[src/rtl/uart_pkg.sv]
// Shared definitions for the UART receive path.
//   rx_state_t : receiver FSM states
//   DATA_BITS  : data bits per frame (fixed at 8)
//   PAR_EVEN / PAR_ODD : parity type encoding, identical to the Tx side
//   parity_bit(): parity bit a transmitter appends for a given byte/type
package uart_pkg;

  localparam int DATA_BITS = 8;

  localparam logic PAR_EVEN = 1'b0;
  localparam logic PAR_ODD  = 1'b1;

  typedef enum logic [2:0] {
    IDLE,
    START,
    DATA,
    PARITY,
    STOP,
    BREAK
  } rx_state_t;

  // Even parity: bit makes the total count of ones even. Odd flips it.
  function automatic logic parity_bit(input logic [DATA_BITS-1:0] b,
                                      input logic p_type);
    return (^b) ^ (p_type == PAR_ODD);
  endfunction

endpackage

[src/rtl/uart_rx_parity_parity_chk.sv]
// Combinational parity checker; uses the same equation as the Tx parity
// generator so both directions share one convention.
//   i_byte   : received data byte
//   i_rx_par : received parity bit
//   i_p_type : parity type (0 even, 1 odd)
//   o_err    : 1 when the received parity bit is not the expected one
module parity_chk
  import uart_pkg::*;
(
  input  logic [DATA_BITS-1:0] i_byte,
  input  logic                 i_rx_par,
  input  logic                 i_p_type,
  output logic                 o_err
);

  assign o_err = i_rx_par ^ parity_bit(i_byte, i_p_type);

endmodule

[src/rtl/uart_rx_parity.sv]
// UART receiver: 1 start, 8 data (LSB first), 1 parity, 1 stop bit.
//   clk        : system clock
//   resetn     : asynchronous active-low reset
//   rx         : serial line, idle high, asynchronous to clk
//   p_type     : parity type (0 even, 1 odd), latched at start of frame
//   data       : last received byte (held until next strobe)
//   data_valid : one-cycle strobe qualifying data and the error flags
//   parity_err : received parity mismatched expected parity
//   frame_err  : stop bit sampled low
//   busy       : FSM not in IDLE
module uart_rx_parity
  import uart_pkg::*;
#(
  parameter int CLKS_PER_BIT = 16
) (
  input  logic                 clk,
  input  logic                 resetn,
  input  logic                 rx,
  input  logic                 p_type,
  output logic [DATA_BITS-1:0] data,
  output logic                 data_valid,
  output logic                 parity_err,
  output logic                 frame_err,
  output logic                 busy
);

  localparam int CW = $clog2(CLKS_PER_BIT);
  localparam int IW = $clog2(DATA_BITS);
  localparam logic [CW-1:0] CNT_FULL = CW'(CLKS_PER_BIT - 1);
  localparam logic [CW-1:0] CNT_HALF = CW'(CLKS_PER_BIT / 2 - 1);
  localparam logic [IW-1:0] IDX_LAST = IW'(DATA_BITS - 1);

  rx_state_t            r_state;
  rx_state_t            w_state_next;
  logic                 r_rx_meta;
  logic                 r_rx_s;
  logic [CW-1:0]        r_cnt;
  logic [IW-1:0]        r_idx;
  logic [DATA_BITS-1:0] r_shift;
  logic                 r_rx_par;
  logic                 r_p_type_q;
  logic [DATA_BITS-1:0] r_data;
  logic                 r_data_valid;
  logic                 r_parity_err;
  logic                 r_frame_err;
  logic                 w_tick;
  logic                 w_par_err;

  // Two-flop synchroniser; resets to the idle line level.
  always_ff @(posedge clk or negedge resetn) begin
    if (!resetn) begin
      r_rx_meta <= 1'b1;
      r_rx_s    <= 1'b1;
    end else begin
      r_rx_meta <= rx;
      r_rx_s    <= r_rx_meta;
    end
  end

  always_ff @(posedge clk or negedge resetn) begin
    if (!resetn) r_state <= IDLE;
    else         r_state <= w_state_next;
  end

  // w_tick marks a sample point: mid start bit, then every full bit period.
  always_comb begin
    w_state_next = r_state;
    w_tick       = 1'b0;
    case (r_state)
      IDLE: begin
        if (!r_rx_s) w_state_next = START;
      end
      START: begin
        w_tick = (r_cnt == CNT_HALF);
        if (w_tick) w_state_next = r_rx_s ? IDLE : DATA;
      end
      DATA: begin
        w_tick = (r_cnt == CNT_FULL);
        if (w_tick && r_idx == IDX_LAST) w_state_next = PARITY;
      end
      PARITY: begin
        w_tick = (r_cnt == CNT_FULL);
        if (w_tick) w_state_next = STOP;
      end
      STOP: begin
        w_tick = (r_cnt == CNT_FULL);
        if (w_tick) w_state_next = r_rx_s ? IDLE : BREAK;
      end
      BREAK: begin
        if (r_rx_s) w_state_next = IDLE;
      end
      default: w_state_next = IDLE;
    endcase
  end

  parity_chk u_parity_chk (
    .i_byte   (r_shift),
    .i_rx_par (r_rx_par),
    .i_p_type (r_p_type_q),
    .o_err    (w_par_err)
  );

  always_ff @(posedge clk or negedge resetn) begin
    if (!resetn) begin
      r_cnt        <= '0;
      r_idx        <= '0;
      r_shift      <= '0;
      r_rx_par     <= 1'b0;
      r_p_type_q   <= 1'b0;
      r_data       <= '0;
      r_data_valid <= 1'b0;
      r_parity_err <= 1'b0;
      r_frame_err  <= 1'b0;
    end else begin
      r_data_valid <= 1'b0;

      // Counter restarts at every sample point and while waiting on the line.
      if (r_state == IDLE || r_state == BREAK || w_tick) r_cnt <= '0;
      else                                               r_cnt <= r_cnt + 1'b1;

      case (r_state)
        IDLE: begin
          if (!r_rx_s) r_p_type_q <= p_type;
        end
        START: begin
          if (w_tick) r_idx <= '0;
        end
        DATA: begin
          if (w_tick) begin
            r_shift[r_idx] <= r_rx_s;
            r_idx          <= r_idx + 1'b1;
          end
        end
        PARITY: begin
          if (w_tick) r_rx_par <= r_rx_s;
        end
        STOP: begin
          // Results land together with the return to IDLE, so a start bit
          // right after the stop bit is not missed.
          if (w_tick) begin
            r_data       <= r_shift;
            r_parity_err <= w_par_err;
            r_frame_err  <= ~r_rx_s;
            r_data_valid <= 1'b1;
          end
        end
        default: ;
      endcase
    end
  end

  assign data       = r_data;
  assign data_valid = r_data_valid;
  assign parity_err = r_parity_err;
  assign frame_err  = r_frame_err;
  assign busy       = (r_state != IDLE);

endmodule

[config.mk]
export PLATFORM = sky130hd
export DESIGN_NAME = uart_rx_parity
export DESIGN_NICKNAME = d
export VERILOG_FILES = /design/src/rtl/uart_pkg.sv /design/src/rtl/uart_rx_parity_parity_chk.sv /design/src/rtl/uart_rx_parity.sv
export SDC_FILE = /design/constraint.sdc
export NUM_CORES = 1
export LEC_CHECK = 0
export ABC_AREA = 1
export CORE_ASPECT_RATIO = 0.7
export CORE_MARGIN = 5
export CORE_UTILIZATION = 40
export DETAILED_ROUTE_END_ITERATION = 12
export SYNTH_ARGS = -nofsm -noshare
export SYNTH_HDL_FRONTEND = slang
export SYNTH_SLANG_ARGS = --single-unit
[constraint.sdc]
create_clock -name clk -period 1.8 [get_ports clk]
set_clock_uncertainty 0.2 [all_clocks]
set_input_delay 0.18 -clock clk [delete_from_list [all_inputs] [get_ports clk]]
set_output_delay 0.18 -clock clk [all_outputs]
set_load 0.03 [all_outputs]
Word level (Yosys, flattened, before mapping)
Cells that the tools add are included.
{ "word_totals": {"regBits": 33} }
{ "classes": {"add_sub_neg": 2, "order_cmp": 2, "eq_ne": 16, "muxes": 19, "bitwise_logic": 3, "n_reduce_logical": 15} }
{ "op_table": {"columns": ["operator", "n"], "rows": [
  ["two-way mux 3 bit", 9],
  ["one-hot mux 3 bit (6 select lines)", 1],
  ["!= test 2 bit (second input constant)", 8],
  ["== test 3 bit (second input constant)", 3],
  ["bitwise mux 8 bit", 1],
  ["AND reduction 2 bit", 4],
  ["parity 8 bit", 1],
  ["== test 3 x 2 -> 1 bit (second input constant)", 2],
  ["one-hot mux 3 bit (2 select lines)", 1],
  ["AND reduction 6 bit", 1],
  ["adder 4 x 1 -> 4 bit (second input constant)", 1],
  ["== test 4 x 3 -> 1 bit (second input constant)", 1],
  ["== test 4 bit (second input constant)", 1],
  ["less-than comparator 3 x 4 -> 1 bit (second input constant)", 1],
  ["two-way mux 4 bit", 1],
  ["adder 3 x 1 -> 3 bit (second input constant)", 1],
  ["demux 1 bit (select 3 bit)", 1],
  ["== test 3 x 1 -> 1 bit (second input constant)", 1],
  [">= comparator 3 x 1 -> 1 bit (second input constant)", 1],
  ["zero test 3 bit", 1],
  ["two-way mux 1 bit", 3],
  ["AND reduction 3 bit", 1],
  ["nonzero test 3 bit", 1],
  ["OR reduction 3 bit", 1],
  ["other kinds (7)", 10]
]} }

Depth between registers and ports, before layout
Gate-level depths: netlist of the first run.
{ "depth": {"depth_word": 5, "depth_mapped": 10} }

Hierarchy
A second synthesis of the first run with hierarchy kept.
{ "unflattened": {"cells_unflattened": 243, "area_unflattened_um2": 1813.0} }
{ "by_module_without_submodules": {"columns": ["mod", "instances", "cells_per_inst", "area_each_um2", "seq_area_each_um2"], "rows": [
  ["uart_rx_parity", 1, 199, 1620.3, 828.3],
  ["parity_chk", 1, 44, 192.7, 0.0]
]} }

Least setup slack after synthesis of the first run
No wires, ideal clock.
{ "synth_timing": {"path_kind": "reg-to-reg", "from": "register r_idx[0]", "to": "register r_state[1]", "setup_time_ps": 119, "t_arrival_ps": 1248, "required_ps": 1481, "path_slack_ps": 233, "stages_incl_launch_ff": 8, "period_less_slack_ps": 1567, "path_cell_list": "dfrtp_1 -> ha_1 -> ha_1 -> nor2_1 -> a21oi_1 -> nand3_1 -> nand2_1 -> and2_1"} }
{ "synth_via": {"elab_chain_len": 4} }
{ "synth_lines": {"columns": ["element", "line_no", "rtl"], "rows": [
  ["from (decl)", "uart_rx_parity.sv:38", "logic [IW-1:0] r_idx;"],
  ["from (signal assigned)", "uart_rx_parity.sv:131", "r_idx <= r_idx + 1'b1;"],
  ["== test 3 bit", "uart_rx_parity.sv:79", "if (w_tick && r_idx == IDX_LAST) w_state_next = PARITY;"],
  ["logical AND 1 bit", "uart_rx_parity.sv:79", null],
  ["!= test 2 bit (no source line)", null, null],
  ["AND reduction 6 bit (no source line)", null, null],
  ["to (signal assigned)", "uart_rx_parity.sv:62", "else r_state <= w_state_next;"],
  ["to (decl)", "uart_rx_parity.sv:33", "rx_state_t r_state;"]
]} }
Every way passes these cells.
A chain may end at the register's enable or synchronous reset.

Final worst setup path of the first run
{ "layout_timing": {"from": "register r_data[6] (netlist: data[6])", "to": "output port data[6]"} }
{ "layout_lines": {"columns": ["element", "line_no", "rtl"], "rows": [
  ["from (decl)", "uart_rx_parity.sv:42", "logic [DATA_BITS-1:0] r_data;"],
  ["from (signal assigned)", "uart_rx_parity.sv:141", "r_data <= r_shift;"],
  ["to (decl)", "uart_rx_parity.sv:20", "output logic [DATA_BITS-1:0] data,"]
]} }
No word-level cell between the ends.

==> run metrics, run 1 <==
DRC violations left 0; CTS HTree Levels 2; final worst slack 0.116 ns; Slew Viols, Final 0; Max clock buf depth 2; layout cells sized above 1 19.0%; endpoints failing setup 0; worst slack at placement roughly 0.067 ns; Placeable Area between 0.004 and 0.005 sq mm; commonest non-fill, non-tap cell in the layout nand2_1; Finished Layout Cells 299; PortBufs 15; Worst-Margin Slew 0.380 ns; leak pwr 0.999 nW; dpl cell area 0.00200 sq mm; Routed WL between 3000 and 4000 um; Worst EP arrival 1.30 ns; crit-path leading delay family buffers and inverters; Final Critical Period 1.68 ns; TNS Setup 0 ns; area added between synthesis and finish 24.0%; Syn Nets 223; status finished, final reports clean; period utilization 93.6%; Antenna Cells 0; Post-Syn Area per Cell 7.92 sq um; Distinct cells, synth 24; Syn Inst Count 216; largest net degree at the start of global routing 34; Crit Path Class reg2out; CP Capture Type output port; Synth Cell Area approximately 0.0017 sq mm; Vias/cell roughly 4.7; GP Congestion 0.852; Hold Worst Slack roughly 0.053 ns; cts bufs inserted 5; initial antenna violation count 0; FF+latch count, synth 33; type of origin of the critical path register; # hold bufs at CTS 0; Die Y 64.7 um; DR WL/cell 11.3 um; Peak supply drop 0.000717 V; Crit Path Max Fanout 2; CP Cell Sequence clkdlybuf4s50_1; Initial Utilization 42.6%; CP max-delay cell clkdlybuf4s50_1; IO Pins 16; Total GRT Usage between 10% and 20%; worst min path class in2async; Final ANT Viol Nets 0; Net count, final approximately 250; fmax between 0.5 and 0.6 GHz; commonest non-fill, non-tap cells in the layout 66 x nand2_1, 29 x dfrtp_1, 23 x inv_1, 17 x nor2_1, 16 x o21ai_1; Die X 88.2 um; pwr dens 1100 mW/mm^2; post-route cell area 0.00212 sq mm; Pwr Total 2.32 mW; Critical Path Max Stage Delay about 0.67 ns; vias 1,410; Final Hold Viols 0; total iterations of the first detailed-routing run 4; CTS tree done; CP required 1.42 ns; global-route wire length before repair 5980 um; Syn. warnings 0; worst-skew pair later-pin latency 0.28 ns; vias in the first global route roughly 1,300; number of max-cap violations 0; DPL Wire Length 2450 um; clk root buf clkbuf_8; clk sinks 33; DIE AREA 0.00570 sq mm; remaining global-route overflow 0; DP Cell Count 290; 1st-iter DRT viols 67; Bufs and invs on worst path 1; sequential share of the synthesized area between 40% and 50%; CTS clk-pin slew, worst paths 0.07 ns; Final Util between 50% and 60%; Rows 19; Slew Limit Headroom between 70% and 80%
-- worst reg2reg max path, stage by stage, from the launching register on --
cell	delay (ns)
dfrtp_1	0.37
ha_2	0.21
nand2_2	0.09
o21ai_0	0.33
nand3_2	0.18
nand2_1	0.09
o21ai_0	0.08
-- synth_stat cells --
| cell | instances | area [sq um] |
|---|---|---|
| nand2_1 | 68 | 255 |
| dfrtp_1 | 31 | 776 |
| xor2_1 | 1 | 8.76 |
| buf_4 | 2 | 15.0 |
| nand3_2 | 7 | 70.1 |
| and2_1 | 1 | 6.26 |
| nor3_1 | 3 | 15.0 |
| a31oi_1 | 1 | 6.26 |
| ha_1 | 3 | 37.5 |
| nor2_1 | 18 | 67.6 |
| o21ai_0 | 6 | 30.0 |
| nand2_2 | 2 | 12.5 |
| o21bai_1 | 1 | 7.51 |
| inv_2 | 2 | 7.51 |
| a21oi_1 | 5 | 25.0 |
| nand4_1 | 2 | 12.5 |
| clkbuf_1 | 1 | 3.75 |
| inv_4 | 1 | 6.26 |
| nor3_4 | 1 | 16.3 |
| nand3_1 | 14 | 70.1 |
| dfstp_2 | 2 | 52.6 |
| inv_1 | 24 | 90.1 |
| buf_6 | 3 | 33.8 |
| o21ai_1 | 17 | 85.1 |
-- sequential cells by signal, indices dropped and copies added, names as in the netlist, 3 cells and up --
| name | count |
|---|---|
| r_cnt | 4 |
| r_shift | 8 |
| data | 8 |
| r_idx | 3 |
| r_state | 3 |
-- per-layer routing --
layer	track usage, %	vias to the layer above	wire [um]
met5	0	-	0
met4	5.66	0	47
met3	3.80	6	130
met2	19.7	19	1360
met1	19.2	631	1830
li1	-	754	-
-- what timing repair did --
item,CTS,global route
setup buffers,0,1
setup endpoints to repair,1,25
pin swaps,0,6
gates resized for setup,2,14
-- path summary, 6_finish.rpt --
check	slack [ns]	to	from	cells after the start
max	0.12	data[6]	data[6]	1
min	0.05	r_state[2]	resetn	2
max reg2reg	0.14	r_state[0]	r_cnt[0]	6
min reg2reg	0.16	r_rx_s	r_rx_meta	0
max in group asynchronous	1.09	r_rx_meta	resetn	2
min in group clk	0.10	r_rx_meta	rx	1
-- area by class of cell --
| class | count | area [sq um] |
|---|---|---|
| clock buffer | 6 | 72.6 |
| clock inverter | 2 | 10.0 |
| fill | 374 | 1900 |
| inverter | 27 | 104 |
| multi-input combinational | 150 | 759 |
| sequential | 33 | 831 |
| tap | 52 | 65.1 |
| timing repair buffer | 29 | 279 |
-- cells by family after synthesis --
group                      count (synthesis)  synth area share (%)
AOI/OAI and AO/OA                         30                  9.00
xor gates and xnor gates                   1                 0.512
adders and majority gates                  3                  2.19
buffers and inverters                     33                  9.14
DFF                                       33                  48.4
and+or+nand+nor                          116                  30.7
-- power breakdown --
group / switching [mW] / leakage (nW) / internal [mW]
Clock: 0.269 / 0.0450 / 0.268
Sequential: 0.0991 / 0.438 / 0.855
Combinational: 0.505 / 0.515 / 0.326
Note: power is estimated with default switching activity, not from simulation.
==> run 2: changes to the inputs <==
--- a/config.mk
+++ b/config.mk
@@ -10,6 +10,7 @@
 export CORE_MARGIN = 5
 export CORE_UTILIZATION = 40
 export DETAILED_ROUTE_END_ITERATION = 12
+export SKIP_LAST_GASP = 1
 export SYNTH_ARGS = -nofsm -noshare
 export SYNTH_HDL_FRONTEND = slang
 export SYNTH_SLANG_ARGS = --single-unit
==> results of run 2 <==
The final DEF is identical to that of run 1; final timing and power are the same.
